===== src/rtl/spi_pkg.sv =====
// Shared definitions for the SCLK burst generator: FSM state encodings and
// power-on defaults for the divisor and burst-length registers.
// SCLK_GEN_GAP_EN adds the GAP state (idle spacing after each burst).
package spi_pkg;

`ifdef SCLK_GEN_GAP_EN
   typedef enum logic [1:0] {
      ST_IDLE = 2'd0,
      ST_RUN  = 2'd1,
      ST_GAP  = 2'd2
   } state_t;
`else
   typedef enum logic [1:0] {
      ST_IDLE = 2'd0,
      ST_RUN  = 2'd1
   } state_t;
`endif

   localparam int P_DEF_DIV = 1;
   localparam int P_DEF_LEN = 8;

endpackage


===== src/rtl/sclk_tick.sv =====
// Half-period counter and SCLK toggle flop. While running, the counter counts
// 0..i_div, and on reaching i_div it wraps and flips SCLK. o_tick is high in
// the cycle before the wrapping edge, so any flop that samples it changes on
// the same edge as SCLK. While not running, SCLK tracks i_idle_lvl and the
// counter is held at zero, so every burst starts from a clean count.
module sclk_tick #(
   parameter int DIV_W = 8
) (
   input  logic             i_clk,
   input  logic             i_rst_n,
   input  logic             i_run,
   input  logic             i_idle_lvl,
   input  logic [DIV_W-1:0] i_div,
   output logic             o_tick,
   output logic             o_sclk
);

   logic [DIV_W-1:0] r_cnt;
   logic             r_sclk;
   logic             w_wrap;

   assign w_wrap = i_run && (r_cnt == i_div);
   assign o_tick = w_wrap;
   assign o_sclk = r_sclk;

   // Count half-periods and toggle SCLK on wrap; park at idle level otherwise.
   always_ff @(posedge i_clk or negedge i_rst_n) begin
      if (!i_rst_n) begin
         r_cnt  <= '0;
         r_sclk <= 1'b0;
      end else if (!i_run) begin
         r_cnt  <= '0;
         r_sclk <= i_idle_lvl;
      end else if (w_wrap) begin
         r_cnt  <= '0;
         r_sclk <= ~r_sclk;
      end else begin
         r_cnt  <= r_cnt + DIV_W'(1);
      end
   end

endmodule


===== src/rtl/sclk_generator.sv =====
// SPI-style serial clock burst generator. Produces bursts of i_cfg_len SCLK
// pulses with half-period (div+1) system clocks, plus sample/shift strobes
// that follow the configured CPOL/CPHA.
// Optional build macro: SCLK_GEN_GAP_EN inserts a (div+1)-cycle GAP state
// after each burst before the block returns to IDLE.
//
// state   | meaning
// --------+---------------------------------------------------------------
// ST_IDLE | waiting; config loads and start requests are accepted
// ST_RUN  | burst in progress; SCLK toggling, config frozen
// ST_GAP  | post-burst spacing, SCLK parked at CPOL (SCLK_GEN_GAP_EN only)
module sclk_generator
   import spi_pkg::*;
#(
   parameter int DIV_W   = 8,
   parameter int LEN_W   = 6,
   parameter int DEF_DIV = P_DEF_DIV,
   parameter int DEF_LEN = P_DEF_LEN
) (
   input  logic             i_clk,
   input  logic             i_rst_n,
   input  logic             i_cfg_valid,
   input  logic [DIV_W-1:0] i_cfg_div,
   input  logic [LEN_W-1:0] i_cfg_len,
   input  logic             i_cfg_cpol,
   input  logic             i_cfg_cpha,
   input  logic             i_start_n,
   output logic             o_idle,
   output logic             o_sclk,
   output logic             o_sample,
   output logic             o_shift,
   output logic             o_done,
   output logic             o_cfg_err
);

   state_t           r_state;
   logic [DIV_W-1:0] r_div;
   logic [LEN_W-1:0] r_len;
   logic             r_cpol;
   logic             r_cpha;
   logic [LEN_W:0]   r_edges;
   logic             r_idle;
   logic             r_sample;
   logic             r_shift;
   logic             r_done;
   logic             r_cfg_err;
`ifdef SCLK_GEN_GAP_EN
   logic [DIV_W-1:0] r_gap_cnt;
`endif

   logic             w_run;
   logic             w_tick;
   logic             w_sclk;
   logic             w_cpol_nxt;
   logic [LEN_W-1:0] w_len_eff;
   logic [LEN_W:0]   w_edges_nxt;
   logic [LEN_W:0]   w_len2;

   assign w_run       = (r_state == ST_RUN);
   // A same-cycle config load must already shape the burst it starts with.
   assign w_cpol_nxt  = (r_state == ST_IDLE && i_cfg_valid) ? i_cfg_cpol : r_cpol;
   assign w_len_eff   = i_cfg_valid ? i_cfg_len : r_len;
   assign w_edges_nxt = r_edges + (LEN_W+1)'(1);
   assign w_len2      = {r_len, 1'b0};

   sclk_tick #(
      .DIV_W      (DIV_W)
   ) u_tick (
      .i_clk      (i_clk),
      .i_rst_n    (i_rst_n),
      .i_run      (w_run),
      .i_idle_lvl (w_cpol_nxt),
      .i_div      (r_div),
      .o_tick     (w_tick),
      .o_sclk     (w_sclk)
   );

   // Burst sequencing, config register file and registered strobes.
   always_ff @(posedge i_clk or negedge i_rst_n) begin
      if (!i_rst_n) begin
         r_state   <= ST_IDLE;
         r_div     <= DIV_W'(DEF_DIV);
         r_len     <= LEN_W'(DEF_LEN);
         r_cpol    <= 1'b0;
         r_cpha    <= 1'b0;
         r_edges   <= '0;
         r_idle    <= 1'b1;
         r_sample  <= 1'b0;
         r_shift   <= 1'b0;
         r_done    <= 1'b0;
         r_cfg_err <= 1'b0;
`ifdef SCLK_GEN_GAP_EN
         r_gap_cnt <= '0;
`endif
      end else begin
         r_sample <= 1'b0;
         r_shift  <= 1'b0;
         r_done   <= 1'b0;
         case (r_state)
            ST_IDLE: begin
               if (i_cfg_valid) begin
                  r_div  <= i_cfg_div;
                  r_cpol <= i_cfg_cpol;
                  r_cpha <= i_cfg_cpha;
                  if (i_cfg_len != '0) r_len     <= i_cfg_len;
                  else                 r_cfg_err <= 1'b1;
               end
               if (!i_start_n) begin
                  if (w_len_eff != '0) begin
                     r_state <= ST_RUN;
                     r_idle  <= 1'b0;
                     r_edges <= '0;
                  end else begin
                     r_cfg_err <= 1'b1;
                  end
               end
            end
            ST_RUN: begin
               if (w_tick) begin
                  r_edges <= w_edges_nxt;
                  // Even r_edges means this toggle is odd-numbered, i.e. leading.
                  if (r_edges[0] == r_cpha) r_sample <= 1'b1;
                  else                      r_shift  <= 1'b1;
                  if (w_edges_nxt == w_len2) begin
                     r_done  <= 1'b1;
`ifdef SCLK_GEN_GAP_EN
                     r_state   <= ST_GAP;
                     r_gap_cnt <= '0;
`else
                     r_state <= ST_IDLE;
                     r_idle  <= 1'b1;
`endif
                  end
               end
            end
`ifdef SCLK_GEN_GAP_EN
            ST_GAP: begin
               if (r_gap_cnt == r_div) begin
                  r_state <= ST_IDLE;
                  r_idle  <= 1'b1;
               end else begin
                  r_gap_cnt <= r_gap_cnt + DIV_W'(1);
               end
            end
`endif
            default: begin
               r_state <= ST_IDLE;
               r_idle  <= 1'b1;
            end
         endcase
      end
   end

   assign o_idle    = r_idle;
   assign o_sclk    = w_sclk;
   assign o_sample  = r_sample;
   assign o_shift   = r_shift;
   assign o_done    = r_done;
   assign o_cfg_err = r_cfg_err;

endmodule


===== config.mk =====
export PLATFORM = sky130hd
export DESIGN_NAME = sclk_generator
export DESIGN_NICKNAME = d
export VERILOG_FILES = /design/src/rtl/spi_pkg.sv /design/src/rtl/sclk_tick.sv /design/src/rtl/sclk_generator.sv
export SDC_FILE = /design/constraint.sdc
export NUM_CORES = 1
export LEC_CHECK = 0
export ABC_CLOCK_PERIOD_IN_PS = 2100
export BUFFER_PORTS_ARGS = -buffer_cell sky130_fd_sc_hd__buf_4
export CORE_MARGIN = 1.5
export CORE_UTILIZATION = 45
export CTS_CLUSTER_SIZE = 10
export DETAILED_ROUTE_END_ITERATION = 10
export GPL_ROUTABILITY_DRIVEN = 1
export PLACE_DENSITY = 0.64
export SYNTH_ARGS = -nofsm -noshare
export SYNTH_HDL_FRONTEND = slang
export SYNTH_SLANG_ARGS = --single-unit

===== constraint.sdc =====
create_clock -name i_clk -period 2.1 [get_ports i_clk]
set_input_delay 0.21 -clock i_clk [delete_from_list [all_inputs] [get_ports i_clk]]
set_output_delay 0.21 -clock i_clk [all_outputs]
set_load 0.03 [all_outputs]

==> impl_metrics.tcl, run 1 <==
set metrics [dict create \
    status "finished, final reports clean" \
    grt_antenna_before_repair 0 \
    setup.worst_path.start "r_edges[0]$_DFFE_PN0P_" \
    drtIter0Drc 102 \
    via_per_inst 5.54 \
    slew_viol_final 0 \
    grt_pass1_wl_um 6690 \
    seqCellArea_um2 955 \
    cts-htree-levels 2 \
    timing.slew.headroom_pct 67.5 \
    total_power_mw 2.69 \
    dr.pass1.iters 4 \
    vdd_drop_max_v 0.000796 \
    ant_nets 0 \
    tritoncts "built" \
    cp_data_required_time_ps 2270 \
    path_max_fanout 3 \
    cts.clk_slew.worst_paths_ps 70 \
    dp_slack_ps -27.0 \
    cp.buffers_inverters 0 \
    dr_total_vias 1467 \
    grt_max_degree 39 \
    crit_family "simple AND/OR/NAND/NOR gates" \
    worstSetupPathType "reg2reg" \
    place_inst 254 \
    p_leak_nw 1.09 \
    row_count 23 \
    layout-drive-gt1-share_pct 31.6 \
    clockRootBuffer "clkbuf_8" \
    most-common-layout-cells "buf_4 (37), dfrtp_1 (35), xor2_1 (15)" \
    slowest_stage "or4b_4" \
    coreArea_um2 4060 \
    cpPeakStageDelay_ps 550 \
    grt_pass1_vias 1497 \
    crit_cells 6 \
    period_share_pct 96.5 \
    dp_hpwl_um 3040 \
    io_pins 26 \
    multiInputGateArea_um2 937 \
    cts_made_buffers 5 \
    stdcell_count 265 \
    antenna_cells 0 \
    worst-endpoint-arrival_ps 2200 \
    hp-class "in2reg" \
    io_buffers 25 \
    final_nets 236 \
    r2r_cells 6 \
    drv_cap 0 \
    min_period_ps 2030 \
    synth_cell_type_count 44 \
    initial_utilization_pct 47.5 \
    nFillCells 332 \
    fmax_ghz 0.493 \
    place.gp.congestion 0.833 \
    layout_setup_ws_ps 73.6 \
    die_height_um 68.4 \
    ys_ff_latch 38 \
    area_growth_pct 21.4 \
    rsz0062_at_grt "true" \
    whs_ps 156 \
    yosysWarningCount 0 \
    worst_slew_pin_slew_ps 488 \
    ys_seq_area_share_pct 49.6 \
    clk_path_buf_depth 2 \
    avgSynthCellArea_um2 11.1 \
    drc 0 \
    cp-end-kind "register" \
    synth.net_count 196 \
    start_kind "register" \
    crit_chain "ha_4 > and4_4 > a21oi_1 > or4b_4 > a21o_1 > a2111oi_2" \
    fin_tns_setup_ps 0 \
    insertion_delay_ps 280 \
    final_area_um2 2340 \
    reg2reg_slack_ps 70 \
    r2r_end "o_done$_DFF_PN0_" \
    r2r-start "r_edges[0]$_DFFE_PN0P_" \
    die_x_um 68.4 \
    postPlaceCellArea_um2 2210 \
    cts.sinks 38 \
    avgRoutedWirePerCell_um 15.5 \
    final_util_pct 57.6 \
    holdPathStages 2 \
    finalHoldViolCount 0 \
    grt_util_all_layers_pct 19.5 \
    die_area_um2 4680 \
    syn_area_um2 1930 \
    setup_viol 0 \
    grt-ovfl-total 0 \
    powerDensity_nw_per_um2 1150 \
    finalClockSkew_ps 7.48 \
    layout_commonest_cell "buf_4" \
    wirelength_um 4120 \
    syn_inst 174 \
    endpoint "o_done$_DFF_PN0_" \
]
==> power breakdown <==
group          leakage [nW]  switching, mW  internal (mW)
clock network        0.0395          0.236          0.236
registers             0.464          0.232          0.917
logic                 0.586          0.513          0.553
total                  1.09          0.981           1.71
==> how the worst min path moves through the flow <==
stage,slack [ps],startpoint,end
after global placement,200,i_rst_n,r_edges[4]$_DFFE_PN0P_
after floorplan,-90,i_rst_n,o_cfg_err$_DFFE_PN0N_
after global routing,140,i_cfg_div[6],r_div[6]$_DFFE_PN0P_
final,160,i_cfg_div[6],r_div[6]$_DFFE_PN0P_
after detailed placement,210,i_rst_n,r_edges[4]$_DFFE_PN0P_
after CTS,140,i_cfg_div[6],r_div[6]$_DFFE_PN0P_
==> cell families (layout without fill, tap and decap cells) <==
logic type | Yosys count | after routing | share of synthesized area (%)
xor gates and xnor gates | 22 | 22 | 10.0
muxes | 16 | 16 | 9.23
adders and majority gates | 2 | 2 | 1.30
DFF | 38 | 38 | 49.6
buffers and inverters | 9 | 50 | 2.66
AOI/OAI and AO/OA | 27 | 27 | 10.2
and+or+nand+nor | 60 | 60 | 17.0
==> final cells by class <==
cell class	count	area share, %
Sequential cell	38	40.8
Multi-Input combinational cell	127	40.1
Timing Repair Buffer	38	12.3
Clock buffer	8	3.43
Tap cell	50	2.68
Inverter	4	0.642
==> cell usage after synthesis, drive strengths merged <==
cell,number,area (µm²)
o31ai,2,15.0
a22o,2,17.5
o21a,1,7.51
buf,1,11.3
nor4,4,25.0
inv,4,15.0
nor2,14,52.6
o2bb2ai,1,8.76
a21o,3,22.5
a31oi,1,6.26
dfrtp,35,876
or4b,1,13.8
a21oi,6,30.0
mux2,14,158
ha,2,25.0
nor3b,1,7.51
dfstp,3,78.8
o211ai,1,7.51
nand3,14,70.1
a31o,1,8.76
and4,1,11.3
a311o,1,10.0
or3b,1,8.76
a41oi,2,17.5
and2,1,6.26
nand2,8,30.0
nand4,3,25.0
a2111oi,2,25.0
clkbuf,4,25.0
xor2,15,131
mux2i,2,20.0
or4,2,15.0
nor3,1,5.00
o21ai,4,20.0
or3,2,12.5
xnor2,7,61.3
and3,4,26.3
or2,1,6.26
nor2b,2,12.5
==> state kept, by name (all words and copies together) (netlist names), 6 cells and up <==
register	count
r_div	8
u_tick.r_cnt	8
r_edges	7
r_len	6
==> per-layer routing <==
| layer | vias up | GRT usage, % | share of wire, % |
|---|---|---|---|
| li1 | 708 | - | - |
| met1 | 729 | 22.4 | 41 |
| met2 | 26 | 34.6 | 55 |
| met3 | 4 | 5.26 | 2.9 |
| met4 | 0 | 6.25 | 0.85 |
| met5 | - | 0 | 0 |
==> worst reg2reg max path: stages, from the launching register on <==
cell and delay, ps:
dfrtp_1 390, ha_4 160, and4_4 230, a21oi_1 60, or4b_4 550, a21o_1 180, a2111oi_2 340
==> what timing repair did <==
action / in CTS / in global routing
buffers inserted: 1 / 1
resized for setup: 2 / 1
hold endpoints to repair: 35 / 0
hold buffers: 1 / 0
endpoints found under the setup margin: 2 / 1
(Power assumes the default switching activity.)
==> inputs of run 2 (changes only) <==
--- a/config.mk
+++ b/config.mk
@@ -5,14 +5,14 @@
 export SDC_FILE = /design/constraint.sdc
 export NUM_CORES = 1
 export LEC_CHECK = 0
-export ABC_CLOCK_PERIOD_IN_PS = 2100
+export ABC_CLOCK_PERIOD_IN_PS = 2500
 export BUFFER_PORTS_ARGS = -buffer_cell sky130_fd_sc_hd__buf_4
 export CORE_MARGIN = 1.5
 export CORE_UTILIZATION = 45
 export CTS_CLUSTER_SIZE = 10
 export DETAILED_ROUTE_END_ITERATION = 10
 export GPL_ROUTABILITY_DRIVEN = 1
-export PLACE_DENSITY = 0.64
+export PLACE_DENSITY = 0.62
 export SYNTH_ARGS = -nofsm -noshare
 export SYNTH_HDL_FRONTEND = slang
 export SYNTH_SLANG_ARGS = --single-unit
==> constraint.sdc (replaced) <==
create_clock -name i_clk -period 2.5 [get_ports i_clk]
set_input_delay 0.25 -clock i_clk [delete_from_list [all_inputs] [get_ports i_clk]]
set_output_delay 0.25 -clock i_clk [all_outputs]
set_load 0.03 [all_outputs]
==> run 2 against run 1 <==
Against the previous run:
- sequential share of layout area is 1.0 points higher
- sequential power decreased by 15%
- first-iteration DRC count fell by 41%
- setup slack gained 150 ps
- non-clock buffer count fell by 10
- combinational power shrank 31%
- highest routed layer unchanged
==> impl_metrics.tcl, run 2 (synthesis results as in run 1) <==
set metrics [dict create \
    dr.pass1.iters 4 \
    cp-end-kind "register" \
    grt-ovfl-total 0 \
    io_pins 26 \
    min_period_ps 2270 \
    start_kind "register" \
    fin_tns_setup_ps 0 \
    antenna_cells 0 \
    drv_cap 0 \
    clockRootBuffer "clkbuf_8" \
    die_x_um 68.4 \
    slew_viol_final 0 \
    cp_data_required_time_ps 2680 \
    worst-endpoint-arrival_ps 2450 \
    most-common-layout-cells "dfrtp_1 (35), buf_4 (27), xor2_1 (15)" \
    dr_total_vias 1421 \
    dp_hpwl_um 2970 \
    worstSetupPathType "reg2reg" \
    grt_util_all_layers_pct 20.0 \
    place_inst 246 \
    row_count 23 \
    p_leak_nw 1.06 \
    path_max_fanout 7 \
    final_nets 226 \
    grt_pass1_wl_um 6710 \
    worst_slew_pin_slew_ps 589 \
    finalHoldViolCount 0 \
    finalClockSkew_ps 4.20 \
    period_share_pct 91.0 \
    drc 0 \
    hp-class "in2reg" \
    tritoncts "built" \
    final_area_um2 2280 \
    fmax_ghz 0.440 \
    layout_setup_ws_ps 226 \
    wirelength_um 3940 \
    die_area_um2 4680 \
    grt_antenna_before_repair 0 \
    post-cts-setup-buffer-count 0 \
    drtIter0Drc 60 \
    grt_pass1_vias 1431 \
    layout-drive-gt1-share_pct 28.3 \
    cts_made_buffers 5 \
    ctsResizeCount 0 \
    cts-htree-levels 2 \
    grt_max_degree 39 \
    initial_utilization_pct 47.5 \
    insertion_delay_ps 290 \
    powerDensity_nw_per_um2 994 \
    via_per_inst 5.57 \
    postPlaceCellArea_um2 2150 \
    clk_path_buf_depth 2 \
    setup_viol 0 \
    reg_top3 "r_div: 8 flops, u_tick.r_cnt: 8 flops, r_edges: 7 flops" \
    whs_ps 184 \
    cts.sinks 38 \
    io_buffers 25 \
    cts.clk_slew.worst_paths_ps 80 \
    place.gp.congestion 0.845 \
    stdcell_count 255 \
    dp_slack_ps 228 \
    avgRoutedWirePerCell_um 15.4 \
    rsz0062_at_grt "false" \
    area_growth_pct 18.5 \
    ant_nets 0 \
    die_height_um 68.4 \
    coreArea_um2 4060 \
    vdd_drop_max_v 0.000459 \
    timing.slew.headroom_pct 60.4 \
    status "finished, final reports clean" \
    layout_commonest_cell "dfrtp_1" \
]
==> run 2: cell types whose count changed in the layout (fill, tap and decap cells not counted), sizes merged <==
cell / change
clkbuf: -1
buf: -10
bufinv: +1
==> run 2: critical path: stages (launching register included) <==
cell and delay, ps:
dfrtp_1 470, ha_1 290, and4_4 250, a21oi_1 70, or4b_4 550, a21o_1 180, a2111oi_2 350
==> run 2: area by class of cell <==
type / instances / area [µm²]
timing repair buffer: 28 / 213
multi-input combinational: 127 / 920
inverter: 4 / 15.0
fill: 341 / 1780
clock buffer: 7 / 86.3
sequential: 38 / 955
clock inverter: 1 / 30.0
tap: 50 / 62.6
==> run 2: final timing paths <==
kind                       slack [ps]  cells after the start                   start                      to
setup / recovery                  230                      6  r_edges[0]$_DFFE_PN0P_        o_done$_DFF_PN0_
hold / removal                    180                      2            i_cfg_div[1]    r_div[1]$_DFFE_PN0P_
setup reg to reg                  230                      6  r_edges[0]$_DFFE_PN0P_        o_done$_DFF_PN0_
hold reg to reg                   480                      1   o_cfg_err$_DFFE_PN0N_   o_cfg_err$_DFFE_PN0N_
max in group asynchronous        1690                      2                 i_rst_n    r_div[0]$_DFFE_PN1P_
min in group asynchronous         460                      2                 i_rst_n  r_state[0]$_DFFE_PN0P_
==> run 2: layer usage <==
metal	track usage [%]	vias up	part of all wire, %
li1	-	687	-
met1	27.7	684	49
met2	29.6	42	44
met3	5.10	8	5.3
met4	8.00	0	2.0
met5	0	-	0
==> run 2: power breakdown <==
| group | internal (mW) | leakage [nW] | switching (mW) |
|---|---|---|---|
| logic | 0.371 | 0.538 | 0.372 |
| clock network | 0.325 | 0.0585 | 0.217 |
| registers | 0.770 | 0.464 | 0.212 |
==> run 2: stage by stage <==
stage / power, mW / util, %
floorplan: 1.56 / -
global placement: 1.70 / 53.1
detailed placement: 1.73 / 53.1
CTS: 2.28 / 56.2
global route: 2.43 / 56.2
finish: 2.27 / 56.2
==> run 2: timing repair <==
action                                  in CTS  in global routing
hold buffers                                 1                  0
endpoints found under the setup margin       0                  0
hold endpoints to repair                    35                  0
==> inputs of run 3 (changes only) <==
--- a/config.mk
+++ b/config.mk
@@ -5,6 +5,7 @@
 export SDC_FILE = /design/constraint.sdc
 export NUM_CORES = 1
 export LEC_CHECK = 0
+export ABC_AREA = 1
 export ABC_CLOCK_PERIOD_IN_PS = 2500
 export BUFFER_PORTS_ARGS = -buffer_cell sky130_fd_sc_hd__buf_4
 export CORE_MARGIN = 1.5
==> run 3 against run 2 <==
Against the previous run:
- clock power grew 19%
- setup slack gained 490 ps
- routed wire length up 1.4%
- first-iteration DRC count is 53% higher
- largest power group unchanged
==> impl_metrics.tcl, run 3 <==
set metrics [dict create \
    ys_ff_latch 38 \
    grt-ovfl-total 0 \
    synthSimpleGateAreaFrac_pct 31.7 \
    clockRootBuffer "clkbuf_8" \
    grt_antenna_before_repair 0 \
    die_x_um 68.3 \
    ys_seq_area_share_pct 49.8 \
    cts-htree-levels 2 \
    min_period_ps 1780 \
    synth.net_count 268 \
    r2r_end "o_idle$_DFFE_PN1P_" \
    die_height_um 68.3 \
    synth_compound_area_share_pct 6.72 \
    layout_commonest_cell "nand2_1" \
    rsz0062_at_grt "false" \
    synth_edf_count 0 \
    slew_viol_final 0 \
    postPlaceCellArea_um2 2150 \
    ys_async_sr_fraction_pct 100 \
    io_buffers 25 \
    grt_pass1_vias 1455 \
    path_max_fanout 7 \
    antenna_cells 0 \
    status "finished, final reports clean" \
    r2r-start "r_edges[0]$_DFFE_PN0P_" \
    syn_inst 246 \
    cp_data_required_time_ps 2720 \
    synthAdderAreaFrac_pct 1.31 \
    cp-end-kind "register" \
    synthTopCellsByArea "dfrtp_1 (46%), nand2_1 (16%), nor2_1 (5.5%), inv_1 (4.9%), nand3_1 (4.7%)" \
    r2r_cells 14 \
    avgSynthCellArea_um2 7.79 \
    grt_util_all_layers_pct 20.1 \
    place_inst 318 \
    synth_ff_type "dfrtp_1" \
    reg2reg_slack_ps 720 \
    cts.clk_slew.worst_paths_ps 70 \
    fin_tns_setup_ps 0 \
    ant_nets 0 \
    synth.top_cell.area_share_pct 45.7 \
    powerDensity_nw_per_um2 867 \
    setup.worst_path.start "r_edges[0]$_DFFE_PN0P_" \
    ctsResizeCount 0 \
    place.gp.congestion 0.901 \
    reg_top3 "r_div: 8 flops, u_tick.r_cnt: 8 flops, r_edges: 7 flops" \
    worst-endpoint-arrival_ps 2010 \
    dr.pass1.iters 4 \
    via_per_inst 4.89 \
    final_nets 298 \
    finalClockSkew_ps 8.45 \
    tritoncts "built" \
    drtIter0Drc 92 \
    layout-drive-gt1-share_pct 15.2 \
    die_area_um2 4660 \
    p_leak_nw 1.22 \
    dr_total_vias 1598 \
    final_area_um2 2300 \
    avgRoutedWirePerCell_um 12.2 \
    initial_utilization_pct 47.2 \
    worst_slew_pin_slew_ps 596 \
    fmax_ghz 0.561 \
    synth_mux_area_share_pct 0 \
    worstSetupPathType "reg2reg" \
    clk_path_buf_depth 2 \
    grt_pass1_wl_um 6780 \
    io_pins 26 \
    most-common-layout-cells "nand2_1 (81), dfrtp_1 (35), nor2_1 (28), buf_4 (26), inv_1 (25)" \
    grt_max_degree 39 \
    stdcell_count 327 \
    start_kind "register" \
    syn_area_um2 1920 \
    row_count 23 \
    yosysTopAreaCell "dfrtp_1" \
    hp-class "in2reg" \
    cts.sinks 38 \
    coreArea_um2 4060 \
    vdd_drop_max_v 0.000332 \
    synth_most_common_cell "nand2_1" \
    finalHoldViolCount 0 \
    nFillCells 386 \
    hold_end "r_div[5]$_DFFE_PN0P_" \
    synth_common_cells "nand2_1 (81), dfrtp_1 (35), nor2_1 (28)" \
    setup_viol 0 \
    synth_cell_type_count 29 \
    area_growth_pct 20.2 \
    yosysWarningCount 0 \
    dp_hpwl_um 2970 \
    drv_cap 0 \
    cts_made_buffers 5 \
    synthXorXnorAreaFrac_pct 4.11 \
    hold_start "i_cfg_div[5]" \
    holdPathStages 3 \
    wirelength_um 3990 \
    period_share_pct 71.3 \
    timing.slew.headroom_pct 60.1 \
    drc 0 \
    insertion_delay_ps 290 \
    synth_top_family_by_area "simple AND/OR/NAND/NOR gates" \
]
[run 3: changes by cell type in the layout (fill, tap and decap cells not counted), moves of 9 or more]
cell and change:
inv_1 +21, mux2_2 -14, nand2_1 +73, nor2_1 +14, o21ai_0 +10, xor2_1 -9
[run 3: critical path: stages (launching register included)]
cell     delay [ps]
dfrtp_1         480
ha_1            240
nand2_1          80
inv_1            90
nand2_1          80
nand2_1         130
nand2_1          60
nand2_1          50
nand2_1          50
nor2_1          110
nand2_1          60
nand2_1         110
nand2_1          70
nand2_1          60
nand2_1          40
[run 3: through the flow]
stage                     power, mW  hold slack, ps  util, %  worst slack [ps]
after floorplan                1.21           -45.6        -               952
after global placement         1.34             249     53.0               734
after detailed placement       1.36             248     53.0               751
after CTS                      2.01             145     56.8               736
after global routing           2.12             157     56.8               423
final                          2.00             153     56.8               717
[run 3: layout make-up]
| type | instances | area, µm² | share of cell area (%) |
|---|---|---|---|
| Clock buffer | 6 | 82.6 | 3.59 |
| Clock inverter | 2 | 60.1 | 2.61 |
| Tap cell | 50 | 62.6 | 2.72 |
| Multi-Input combinational cell | 178 | 841 | 36.5 |
| Timing Repair Buffer | 27 | 205 | 8.91 |
| Sequential cell | 38 | 955 | 41.4 |
| Inverter | 26 | 97.6 | 4.24 |
[run 3: how the worst max path moves through the flow]
stage | depth (start not counted) | slack, ps | endpoint
after floorplan | 12 | 950 | o_idle$_DFFE_PN1P_
after global placement | 12 | 730 | o_idle$_DFFE_PN1P_
after detailed placement | 14 | 750 | o_idle$_DFFE_PN1P_
after CTS | 14 | 740 | o_idle$_DFFE_PN1P_
after global routing | 14 | 420 | o_idle$_DFFE_PN1P_
final | 14 | 720 | o_idle$_DFFE_PN1P_
[run 3: cell families after synthesis]
family | after synthesis
buffers and inverters | 30
XOR/XNOR | 9
AND/OR/NAND/NOR | 143
adder cells (fa/ha/maj) | 2
flip-flops | 38
AO/OA/AOI/OAI | 24
[run 3: metal layers]
layer / wire length (µm) / track usage [%] / vias up
li1: - / - / 840
met1: 2120 / 30.4 / 712
met2: 1630 / 26.9 / 41
met3: 171 / 5.43 / 5
met4: 65 / 7.50 / 0
met5: 0 / 0 / -
[run 3: power breakdown]
group / switching (mW) / internal, mW / total [mW]
combinational: 0.275 / 0.215 / 0.490
sequential: 0.133 / 0.728 / 0.861
clock: 0.220 / 0.426 / 0.646
[run 3: repair_timing]
item,CTS,global route
hold buffers,1,0
hold endpoints to repair,35,0
setup endpoints to repair,0,0
buffers inserted,0,0
